## src/rtl/nibble_add_sequencer.sv

```systemverilog
// Multi-cycle WIDTH-bit add/sub using one 4-bit lookahead slice, LSB nibble first.
// Optional signed-overflow output enabled by defining ADDSEQ_OVF_EN.
module nibble_add_sequencer #(
  parameter int WIDTH = 16
) (
  input  logic             clk,
  input  logic             rst_n,
  input  logic             start,
  input  logic             sub,
  input  logic [WIDTH-1:0] op_a,
  input  logic [WIDTH-1:0] op_b,
  output logic             busy,
  output logic             done,
  output logic [WIDTH-1:0] result,
  output logic             carry_out
`ifdef ADDSEQ_OVF_EN
  ,
  output logic             ovf
`endif
);

  localparam int NIBBLES = WIDTH / 4;
  localparam int IW = (NIBBLES > 1) ? $clog2(NIBBLES) : 1;
  localparam logic [IW-1:0] LAST = IW'(NIBBLES - 1);

  typedef enum logic [1:0] {
    IDLE = 2'd0,
    RUN  = 2'd1,
    DONE = 2'd2
  } state_t;

  state_t state, nxt;

  logic [WIDTH-1:0] a_q;
  logic [WIDTH-1:0] b_q;
  logic             carry_q;
  logic [IW-1:0]    idx;

  logic             accept;
  logic             last;
  logic [3:0]       na;
  logic [3:0]       nb;
  logic [3:0]       p;
  logic [3:0]       g;
  logic [4:0]       c;
  logic [3:0]       sum;

  assign accept = start & ((state == IDLE) | (state == DONE));
  assign last   = (state == RUN) & (idx == LAST);

  // state register
  always_ff @(posedge clk or negedge rst_n) begin
    if (!rst_n) begin
      state <= IDLE;
    end else begin
      state <= nxt;
    end
  end

  // next state
  always_comb begin
    nxt = state;
    unique case (state)
      IDLE:    nxt = start ? RUN : IDLE;
      RUN:     nxt = (idx == LAST) ? DONE : RUN;
      DONE:    nxt = start ? RUN : IDLE;
      default: nxt = IDLE;
    endcase
  end

  // outputs
  always_comb begin
    busy = 1'b0;
    done = 1'b0;
    unique case (state)
      RUN:     busy = 1'b1;
      DONE:    done = 1'b1;
      default: ;
    endcase
  end

  // one nibble of carry-lookahead; only the carry crosses nibbles
  always_comb begin
    na   = a_q[{idx, 2'b00} +: 4];
    nb   = b_q[{idx, 2'b00} +: 4];
    p    = na ^ nb;
    g    = na & nb;
    c    = '0;
    c[0] = carry_q;
    for (int k = 0; k < 4; k++) begin
      c[k+1] = g[k] | (p[k] & c[k]);
    end
    sum  = p ^ c[3:0];
  end

  // subtract = add inverted B with carry-in of 1
  always_ff @(posedge clk or negedge rst_n) begin
    if (!rst_n) begin
      a_q       <= '0;
      b_q       <= '0;
      carry_q   <= 1'b0;
      idx       <= '0;
      result    <= '0;
      carry_out <= 1'b0;
    end else if (accept) begin
      a_q     <= op_a;
      b_q     <= op_b ^ {WIDTH{sub}};
      carry_q <= sub;
      idx     <= '0;
      result  <= '0;
    end else if (state == RUN) begin
      result[{idx, 2'b00} +: 4] <= sum;
      carry_q <= c[4];
      if (last) begin
        carry_out <= c[4];
      end else begin
        idx <= idx + 1'b1;
      end
    end
  end

`ifdef ADDSEQ_OVF_EN
  always_ff @(posedge clk or negedge rst_n) begin
    if (!rst_n) begin
      ovf <= 1'b0;
    end else if (last) begin
      ovf <= c[3] ^ c[4];
    end
  end
`endif

endmodule

```

## config.mk

```make
export PLATFORM = sky130hd
export DESIGN_NAME = nibble_add_sequencer
export DESIGN_NICKNAME = d
export VERILOG_FILES = /design/src/rtl/nibble_add_sequencer.sv
export SDC_FILE = /design/constraint.sdc
export NUM_CORES = 1
export LEC_CHECK = 0
export CAP_MARGIN = 20
export CORE_UTILIZATION = 55
export CTS_BUF_LIST = sky130_fd_sc_hd__clkbuf_16
export CTS_CLUSTER_SIZE = 10
export DETAILED_ROUTE_END_ITERATION = 10
export PLACE_DENSITY = 0.85
export SYNTH_ARGS = -nofsm -noshare
export SYNTH_HDL_FRONTEND = slang
export SYNTH_SLANG_ARGS = --single-unit
```

## constraint.sdc

```tcl
create_clock -name clk -period 4.85 [get_ports clk]
set_clock_uncertainty 0.15 [all_clocks]
set_input_delay 0.485 -clock clk [delete_from_list [all_inputs] [get_ports clk]]
set_output_delay 0.485 -clock clk [all_outputs]
set_load 0.03 [all_outputs]
```

==> flow_summary.toml <==
[synth]
netlist_area_sq_mm = 0.00265
synth_top_area_share = 0.511
post_synth_num_cell_types = 31
post-synth-top-count-cell = "sky130_fd_sc_hd__nand2_1"
portion_of_the_post_synthesis_area_used_by_sequential_elements = 0.511
syn-mean-instance-area_sq_um = 10.8
postSynth.asyncResetShare = 1.00
postSynthCellCount = 245
post_synth_main_area_contributors = "sky130_fd_sc_hd__dfrtp_1 51%, sky130_fd_sc_hd__nand2_1 9.2%, sky130_fd_sc_hd__mux4_2 6.8%"
synthFlopType = "sky130_fd_sc_hd__dfrtp_1"
ys_seq_elements = 54
synth.top_cells.by_count = "65 x sky130_fd_sc_hd__nand2_1, 54 x sky130_fd_sc_hd__dfrtp_1, 17 x sky130_fd_sc_hd__o21ai_1, 17 x sky130_fd_sc_hd__xnor2_1, 11 x sky130_fd_sc_hd__inv_1"
synth_nets = 289
netlist.top_cell.by_area = "sky130_fd_sc_hd__dfrtp_1"
yosysWarnings = 0
synth_enable_flop_cells = 0

[layout]
syn_to_final_growth_pct = 25.1
nets = 339
drive_gt1_frac = 0.0949
nFillCells = 306
post_route_insts_no_fill = 347
diodes = 0

[setup_path]
reg2regPathDepth = 9
cp-end-kind = "flop"
worst_r2r_endpoint = "result[7]"
crit-reg2reg-launch = "idx[0]"
kind_of_critical_path = "flop to flop"
worst-path-max-fanout = 5
critical_path.startpoint_type = "flop"
setup.reg_to_reg.worst_slack_ns = 1.83
timing.critical_path.arrival_ns = 3.06
critPathRequiredTime_ns = 4.89

[route]
detail_route.vias_per_cell = 5.35
total_detailed_routing_wirelength_microns = 5050
dr_total_vias = 1858
firstDrtPassIters = 8
detailedRoute.firstIterationViolations = 77
routedWlPerCell_microns = 14.6
drt_drc_violations_left = 3
number_of_nets_with_antenna_violations_after_routing = 0

[global_route]
global_route_wire_length_before_repair_microns = 8870
number_of_antenna_violations_at_the_first_check_in_global_routing = 0
grt.total_usage = 0.231
grt_pass1_vias = 1921
grt_max_degree = 59
grt_overflow_total = 0

[sta]
tns_ns = 0
grt_setup_unrepaired = "false"
relSlewSlack = 0.325
timing.final.hold_violations = 0
hold-worst-slack_ns = 0.164
achievable-frequency_mhz = 331
final_ws_setup_ns = 1.83
setup_violations = 0
fin_crit_ns = 3.02
fin_crit_sh = 0.623
tightestPinTransition_ns = 1.01
maxSlewViolCount = 0

[clock_tree]
cts.sink_count = 54
cts.htree.levels = 2
root_buffer = "sky130_fd_sc_hd__clkbuf_16"
post_cts_repair_resize_count = 0
cts_post_setup_buffers_inserted = 0
tritoncts = "built"
clkLatencyLatePin_ns = 0.29
clkTransAtPathRegs_ns = 0.06
clock_path_buffers = 2
cts-buffers-inserted = 5
hold_buffers = 0

[power_and_ir_drop]
ir_worst_vdd_v = 0.000324
power.density_mw_per_mm2 = 649
power_leakage_uw = 0.00149
report.power.total_uw = 2150

[outcome]
outcome = "finished, violations left"
violations = "DRC"

[placement]
placed_cells_incl_taps = 340
buffer_ports.inserted = 54
globalplace.congestion = 0.859
dp_slack_ns = 1.83
dp_hpwl_microns = 3570

[floorplanning]
die_y_microns = 71.4
dieWidth_microns = 71.4
floorplan.io_pins = 55
die_area_sq_mm = 0.00509
floorplan.initialDensity = 0.591
row_count = 24
core_area_sq_mm = 0.00447

[hold_path]
hold_path.class = "primary input to asynchronous set/reset pin"

[flow_run]
maxCapViolCount = 0
==> logic make-up (layout without fill, tap and decap cells) <==
kind of cell / Yosys count / count (layout) / share of synthesized area
simple gates: 93 / 93 / 0.157
flops: 54 / 54 / 0.511
compound gates: 37 / 37 / 0.0946
buf+inv: 25 / 75 / 0.0525
xor+xnor: 17 / 17 / 0.0563
mux: 11 / 11 / 0.0799
fa+ha+maj: 8 / 8 / 0.0492
==> power breakdown <==
part	internal [uW]	switching (uW)
Combinational	456	600
Sequential	626	126
Clock	187	153
==> how the worst max path moves through the flow <==
stage / startpoint / endpoint / slack, ns / cells past startpoint
6_report: idx[0] / result[7] / 1.83 / 9
4_1_cts: idx[0] / result[7] / 1.81 / 9
3_3_place_gp: idx[0] / result[7] / 1.90 / 9
3_5_place_dp: idx[0] / result[7] / 1.83 / 9
2_1_floorplan: idx[0] / result[7] / 1.84 / 10
5_1_grt: idx[0] / result[7] / 1.72 / 9
==> routing by layer <==
metal / up-vias / part of all wire / track usage
met5: - / 0 / 0
met1: 883 / 0.43 / 0.290
met4: 0 / 0.015 / 0.0778
li1: 920 / - / -
met2: 50 / 0.51 / 0.400
met3: 5 / 0.041 / 0.0492
==> cell usage in the layout, fill, tap and decap left out <==
cell,n
sky130_fd_sc_hd__fa_1,4
sky130_fd_sc_hd__mux4_2,8
sky130_fd_sc_hd__dfrtp_1,54
sky130_fd_sc_hd__nand3b_1,2
sky130_fd_sc_hd__ha_1,4
sky130_fd_sc_hd__and3_1,1
sky130_fd_sc_hd__mux2i_1,2
sky130_fd_sc_hd__clkinvlp_4,1
sky130_fd_sc_hd__nand3b_2,1
sky130_fd_sc_hd__and2b_2,1
sky130_fd_sc_hd__a22o_1,4
sky130_fd_sc_hd__o31ai_1,8
sky130_fd_sc_hd__nand4_1,2
sky130_fd_sc_hd__nor3_1,1
sky130_fd_sc_hd__xnor2_1,17
sky130_fd_sc_hd__a21oi_2,4
sky130_fd_sc_hd__mux2_2,1
sky130_fd_sc_hd__o21ai_1,17
sky130_fd_sc_hd__nor2_1,3
sky130_fd_sc_hd__buf_2,1
sky130_fd_sc_hd__nor3b_2,1
sky130_fd_sc_hd__nor2b_1,3
sky130_fd_sc_hd__clkdlybuf4s50_1,53
sky130_fd_sc_hd__nand2b_2,1
sky130_fd_sc_hd__or2_2,1
sky130_fd_sc_hd__buf_4,3
sky130_fd_sc_hd__nand2b_1,1
sky130_fd_sc_hd__or3_1,1
sky130_fd_sc_hd__clkbuf_16,5
sky130_fd_sc_hd__nand3_1,9
sky130_fd_sc_hd__inv_1,12
sky130_fd_sc_hd__nand2_1,65
sky130_fd_sc_hd__o2bb2ai_1,4
==> cell type report <==
| class | count | area, sq um | area share |
|---|---|---|---|
| flip-flops and latches | 54 | 1350 | 0.408 |
| clock buffers | 5 | 125 | 0.0378 |
| multi-input cells | 166 | 1160 | 0.350 |
| inverters | 11 | 41.3 | 0.0125 |
| well taps | 52 | 65.1 | 0.0197 |
| clock inverters | 2 | 11.3 | 0.00340 |
| repair buffers | 57 | 558 | 0.169 |
==> worst max-delay path, stage by stage (launching register included) <==
cell and delay, ns:
sky130_fd_sc_hd__dfrtp_1 0.50, sky130_fd_sc_hd__mux4_2 0.56, sky130_fd_sc_hd__fa_1 0.39, sky130_fd_sc_hd__inv_1 0.07, sky130_fd_sc_hd__fa_1 0.17, sky130_fd_sc_hd__fa_1 0.16
sky130_fd_sc_hd__inv_1 0.05, sky130_fd_sc_hd__fa_1 0.55, sky130_fd_sc_hd__inv_1 0.08, sky130_fd_sc_hd__o31ai_1 0.25
==> state kept, by name, indices dropped and copies added (netlist names) <==
| name | count |
|---|---|
| a_q | 16 |
| b_q | 16 |
| carry_out | 1 |
| carry_q | 1 |
| idx | 2 |
| result | 16 |
| state | 2 |
==> per-stage QoR <==
step | area, sq um | utilization
after detailed placement | 3170 | 0.709
after global placement | 3170 | 0.709
after global routing | 3310 | 0.740
after floorplan | 2650 | -
after CTS | 3310 | 0.740
final | 3310 | 0.740
Power figures use the tool's default switching activity.
